[src/rtl/led_fade_if.sv]
// Pattern/drive bundle between the GPIO output register and the LED fader.
//   led_i  : target pattern, bit i = 1 fades channel i to full-on
//   led_o  : PWM-modulated LED drive
//   busy_o : high while any channel is still ramping
interface led_fade_if;
  logic [7:0] led_i;
  logic [7:0] led_o;
  logic       busy_o;

  modport master (output led_i, input led_o, input busy_o);
  modport slave  (input led_i, output led_o, output busy_o);
endinterface

[src/rtl/led_fade.sv]
// Eight-channel LED fader: each target bit ramps an 8-bit brightness level
// one step per prescaler tick, and each level drives a PWM comparator.
// Ports:
//   wb_clk      : system clock, rising edge
//   wb_rst      : synchronous active-high reset
//   led_bus_io  : slave side of led_fade_if (led_i in, led_o/busy_o out)
module led_fade #(
  parameter int unsigned PRESCALE = 1024
) (
  input  logic           wb_clk,
  input  logic           wb_rst,
  led_fade_if.slave      led_bus_io
);

  localparam int unsigned NCH = 8;
  localparam int unsigned LW  = 8;
  localparam int unsigned PW  = (PRESCALE > 1) ? $clog2(PRESCALE) : 1;
  localparam logic [PW-1:0] PRESC_LAST = PW'(PRESCALE - 1);
  localparam logic [LW-1:0] LVL_MAX    = '1;

  typedef enum logic [1:0] {
    CH_SETTLED = 2'd0,
    CH_RISING  = 2'd1,
    CH_FALLING = 2'd2
  } ch_state_e;

  logic [NCH-1:0]         led_q,   led_d;
  logic [PW-1:0]          presc_q, presc_d;
  logic [LW-1:0]          pwm_q,   pwm_d;
  logic [NCH-1:0][LW-1:0] level_q, level_d;
  logic [NCH-1:0]         out_q,   out_d;
  logic                   busy_q,  busy_d;
  logic                   tick_c;
  ch_state_e [NCH-1:0]    ch_state_c;

  // State registers
  always_ff @(posedge wb_clk) begin
    if (wb_rst) begin
      led_q   <= '0;
      presc_q <= '0;
      pwm_q   <= '0;
      level_q <= '0;
      out_q   <= '0;
      busy_q  <= 1'b0;
    end else begin
      led_q   <= led_d;
      presc_q <= presc_d;
      pwm_q   <= pwm_d;
      level_q <= level_d;
      out_q   <= out_d;
      busy_q  <= busy_d;
    end
  end

  // Next-state: prescaler, PWM counter, per-channel ramp and outputs
  always_comb begin
    led_d      = led_bus_io.led_i;
    presc_d    = presc_q;
    pwm_d      = pwm_q + LW'(1);
    level_d    = level_q;
    out_d      = '0;
    busy_d     = 1'b0;
    ch_state_c = '{default: CH_SETTLED};

    tick_c  = (presc_q == PRESC_LAST);
    presc_d = tick_c ? '0 : presc_q + PW'(1);

    for (int i = 0; i < NCH; i++) begin
      // Direction comes from the registered target, so a mid-ramp
      // reversal simply continues from the current level.
      if (led_q[i] && (level_q[i] != LVL_MAX)) begin
        ch_state_c[i] = CH_RISING;
      end else if (!led_q[i] && (level_q[i] != '0)) begin
        ch_state_c[i] = CH_FALLING;
      end

      if (tick_c) begin
        unique case (ch_state_c[i])
          CH_RISING:  level_d[i] = level_q[i] + LW'(1);
          CH_FALLING: level_d[i] = level_q[i] - LW'(1);
          default:    level_d[i] = level_q[i];
        endcase
      end

      // Full level forced on so 255 is steady rather than 255/256 duty.
      out_d[i] = (level_q[i] == LVL_MAX) || (level_q[i] > pwm_q);
      busy_d   = busy_d || (ch_state_c[i] != CH_SETTLED);
    end
  end

  assign led_bus_io.led_o  = out_q;
  assign led_bus_io.busy_o = busy_q;

endmodule

[src/flat_wrapper.sv]
// flat-port wrapper written by rule: the top's interface ports become plain ports
module led_fade_flat 
#(
  parameter int unsigned PRESCALE = 1024
)
  (wb_clk, wb_rst, led_bus_io_led_i, led_bus_io_led_o, led_bus_io_busy_o);
  led_fade_if led_bus_io_i ();
  input  logic wb_clk;
  input  logic wb_rst;
  input wire logic [$bits(led_bus_io_i.led_i)-1:0] led_bus_io_led_i;
  output wire logic [$bits(led_bus_io_i.led_o)-1:0] led_bus_io_led_o;
  output wire logic [$bits(led_bus_io_i.busy_o)-1:0] led_bus_io_busy_o;
  assign led_bus_io_i.led_i = led_bus_io_led_i;
  assign led_bus_io_led_o = led_bus_io_i.led_o;
  assign led_bus_io_busy_o = led_bus_io_i.busy_o;
  led_fade #(.PRESCALE(PRESCALE)) u_core (.wb_clk(wb_clk), .wb_rst(wb_rst), .led_bus_io(led_bus_io_i));
endmodule
[config.mk]
export PLATFORM = sky130hd
export DESIGN_NAME = led_fade_flat
export DESIGN_NICKNAME = d
export VERILOG_FILES = /design/src/rtl/led_fade_if.sv /design/src/rtl/led_fade.sv /design/src/flat_wrapper.sv
export SDC_FILE = /design/constraint.sdc
export NUM_CORES = 1
export LEC_CHECK = 0
export CORE_MARGIN = 10
export CORE_UTILIZATION = 55
export DETAILED_ROUTE_END_ITERATION = 10
export GPL_ROUTABILITY_DRIVEN = 1
export PLACE_DENSITY = 0.75
export SLEW_MARGIN = 5
export SYNTH_ARGS = -nofsm -noshare
export SYNTH_HDL_FRONTEND = slang
export SYNTH_SLANG_ARGS = --single-unit
[constraint.sdc]
create_clock -name wb_clk -period 2.66 [get_ports wb_clk]
set_clock_uncertainty 0.1 [all_clocks]
set_input_delay 0.532 -clock wb_clk [delete_from_list [all_inputs] [get_ports wb_clk]]
set_output_delay 0.532 -clock wb_clk [all_outputs]
set_load 0.02 [all_outputs]
==> results.cfg <==
[run_status]
status = finished clean

[setup_path]
worstSetupPathType = register to register
end_kind = register
reg2reg_depth = 9
worstPathRequired_ns = 2.81
worstPathArrival_ns = 2.74
cp-start-kind = register
r2r_setup_slack_ns = 0.07
r2r_end = u_core.level_q[7]$_SDFFE_PP0P_
r2r-start = u_core.level_q[7]$_SDFFE_PP0P_
cp_max_fo = 7

[global_route]
grt_pass1_wl_um = 29000
grt_pass1_vias = 6194
antenna_found_initial = 0
grt_remaining_overflow = 0
gr-usage-all-layers_pct = 18.8
grt_max_degree = 47

[finish]
drive_gt1_share_pct = 14.9
num_antenna_cells = 0
syn_to_final_growth_pct = 18.9
nNetsFinal = 1102
layout.cells.non_filler = 1146

[power]
finalPower_mw = 2.98
pwr-share-seq_pct = 51.2
internal_power_mw = 2.27
switching_share_pct = 24.0
p_comb_share_pct = 8.8
p_clk_share_pct = 39.9
leakage_nw = 3.67
powerDensity_mw_per_mm2 = 340
p_switching_uw = 717
ir_drop_v = 0.000293

[hold_path]
worstHoldEndpoint = u_core.presc_q[0]$_SDFF_PP0_
holdPathStages = 1
hold_path.class = register to register
hp-start = u_core.presc_q[0]$_SDFF_PP0_

[cts]
clock-sinks = 99
h-tree-depth = 3
ctsLongestPathBuffers = 2
cts_made_buffers = 9
clk_latency_ns = 0.36
root_buffer = clkbuf_16
cts_tree = done
clk_pin_slew_ns = 0.07

[logic_synthesis]
seq_area_frac_synth_pct = 26.8
syn_area_per_cell_sq_um = 8.40
async_reset_ff_share_pct = 0
ys_ff_latch = 99
synthFlopType = dfxtp_1
synth_cells = 879
yosys.area.top_type = dfxtp_1
synthTopCellsByArea = dfxtp_1, ha_1, nor2_1, a21oi_1, xnor2_1
syn-num-nets = 1011
netlist.area_leader.share_pct = 26.8
synth-warning-count = 0
syn-cell-area_sq_mm = 0.00738
synthDistinctLibCells = 48
synth_edf_count = 0

[routing]
vias_per_cell = 5.70
first_iter_violations = 294
wl_um = 17400
vias = 6537
ant_nets = 0
drt-pass1-iter-count = 5
drc_errors = 0
wire_per_inst_um = 15.2

[placed_design]
place_congestion = 0.835
dp_cells = 1134
hpwl_um = 12600
io_buffers = 18
pre_cts_slack_ns = -0.0438

[timing]
worst_slack_ns = 0.0731
setup_viol = 0
rsz0062_at_grt = true
worst_slew_pin_slew_ns = 0.547
relSlewSlack_pct = 63.5
finalCritPeriodShare_pct = 97.3
timing.fmax_mhz = 387
report.final.slew_viol_count = 0
period_needed_ns = 2.59
finalSetupTns_ns = 0
hold_viol_final = 0

[die]
initial_utilization_pct = 56.0
die_h_um = 136
core-area_sq_mm = 0.0132
io-pin-count = 19
rows = 42
dieArea_sq_mm = 0.0185
die_width_um = 136

[run]
drv_cap = 0
registers in the layout, indices dropped and copies added, names as in the netlist:
register and flops:
u_core.led_bus_io.busy_o 1, u_core.led_bus_io.led_o 8, u_core.led_q 8, u_core.level_q 64
u_core.presc_q 10, u_core.pwm_q 8
cell type report:
cell class                      count  area, sq um
Multi-Input combinational cell    719         5360
Fill cell                        1064         4410
Timing Repair Buffer              100          818
Inverter                           41          154
Sequential cell                    99         1980
Clock buffer                       10          239
Clock inverter                      1         5.00
Tap cell                          176          220
worst max-delay path, cell delays in order, from the launching register on:
cell	delay, ns
dfxtp_1	0.34
nor4_2	0.36
a21oi_2	0.20
ha_1	0.35
nand3_1	0.08
o211ai_1	0.20
nor4_1	0.07
nor3_1	0.18
mux2i_1	0.25
mux2_2	0.35
cells in the mapped netlist (22+ instances only):
master,number
nor2_1,97
nor2b_1,30
o21ai_0,40
inv_1,38
mux2i_1,25
dfxtp_1,99
xnor2_1,40
nor3_1,22
a21oi_1,72
nand2_1,56
nand4_1,24
nand3_1,36
ha_1,114
stage by stage:
stage	area, sq um	hold slack, ns	util, %
5_1_grt	8780	0.421	66.6
4_1_cts	8590	0.399	65.1
2_1_floorplan	7390	0.356	-
3_5_place_dp	8320	0.386	63.0
3_3_place_gp	8320	0.377	63.0
6_report	8780	0.401	66.6
power groups by stage:
stage | Combinational, mW | Sequential, mW | Clock [mW]
5_1_grt | 0.296 | 1.53 | 1.26
3_3_place_gp | 0.258 | 1.56 | 0
2_1_floorplan | 0.149 | 1.57 | 0
3_5_place_dp | 0.262 | 1.56 | 0
6_report | 0.264 | 1.53 | 1.19
4_1_cts | 0.265 | 1.53 | 1.20
per-layer routing:
metal / up-vias / part of all wire (%) / track usage [%]
met1: 3061 / 47 / 24.5
met4: 0 / 1.4 / 5.92
li1: 3362 / - / -
met2: 98 / 48 / 31.7
met3: 16 / 2.8 / 2.25
met5: - / 0 / 0
cells in the final DEF (no fill, tap or decap), types with 30 or more instances in the layout:
cell type	instances
a21oi_1	63
buf_4	81
dfxtp_1	99
ha_1	111
inv_1	38
nand2_1	56
nand3_1	36
nor2_1	97
nor2b_1	30
o21ai_0	40
xnor2_1	40
cell families after synthesis:
| kind of cell | after synthesis | synth area share, % |
|---|---|---|
| AND/OR/NAND/NOR | 329 | 22.3 |
| multiplexers | 28 | 3.85 |
| buffers and inverters | 61 | 3.49 |
| XOR/XNOR | 47 | 5.57 |
| AO/OA/AOI/OAI | 193 | 16.5 |
| flip-flops | 99 | 26.8 |
| adder cells (fa/ha/maj) | 122 | 21.5 |
repair_timing:
action,4_1_cts,5_1_grt
setup endpoints to repair,3,13
gates resized for setup,5,26
endpoints found under the hold margin,0,0
hold buffers,0,0
pin swaps,0,7
buffers inserted,0,1
worst max-delay path by stage:
| stage | endpoint | slack (ns) | start |
|---|---|---|---|
| after floorplan | u_core.level_q[23]$_SDFFE_PP0P_ | 0.09 | u_core.level_q[16]$_SDFFE_PP0P_ |
| after detailed placement | u_core.level_q[55]$_SDFFE_PP0P_ | -0.04 | u_core.level_q[51]$_SDFFE_PP0P_ |
| after global placement | u_core.level_q[47]$_SDFFE_PP0P_ | 0.05 | u_core.level_q[40]$_SDFFE_PP0P_ |
| after CTS | u_core.level_q[47]$_SDFFE_PP0P_ | 0.01 | u_core.level_q[44]$_SDFFE_PP0P_ |
| final | u_core.level_q[7]$_SDFFE_PP0P_ | 0.07 | u_core.level_q[7]$_SDFFE_PP0P_ |
| after global routing | u_core.level_q[7]$_SDFFE_PP0P_ | -0.08 | u_core.level_q[7]$_SDFFE_PP0P_ |
No activity file was read; power rests on OpenSTA's default activity.
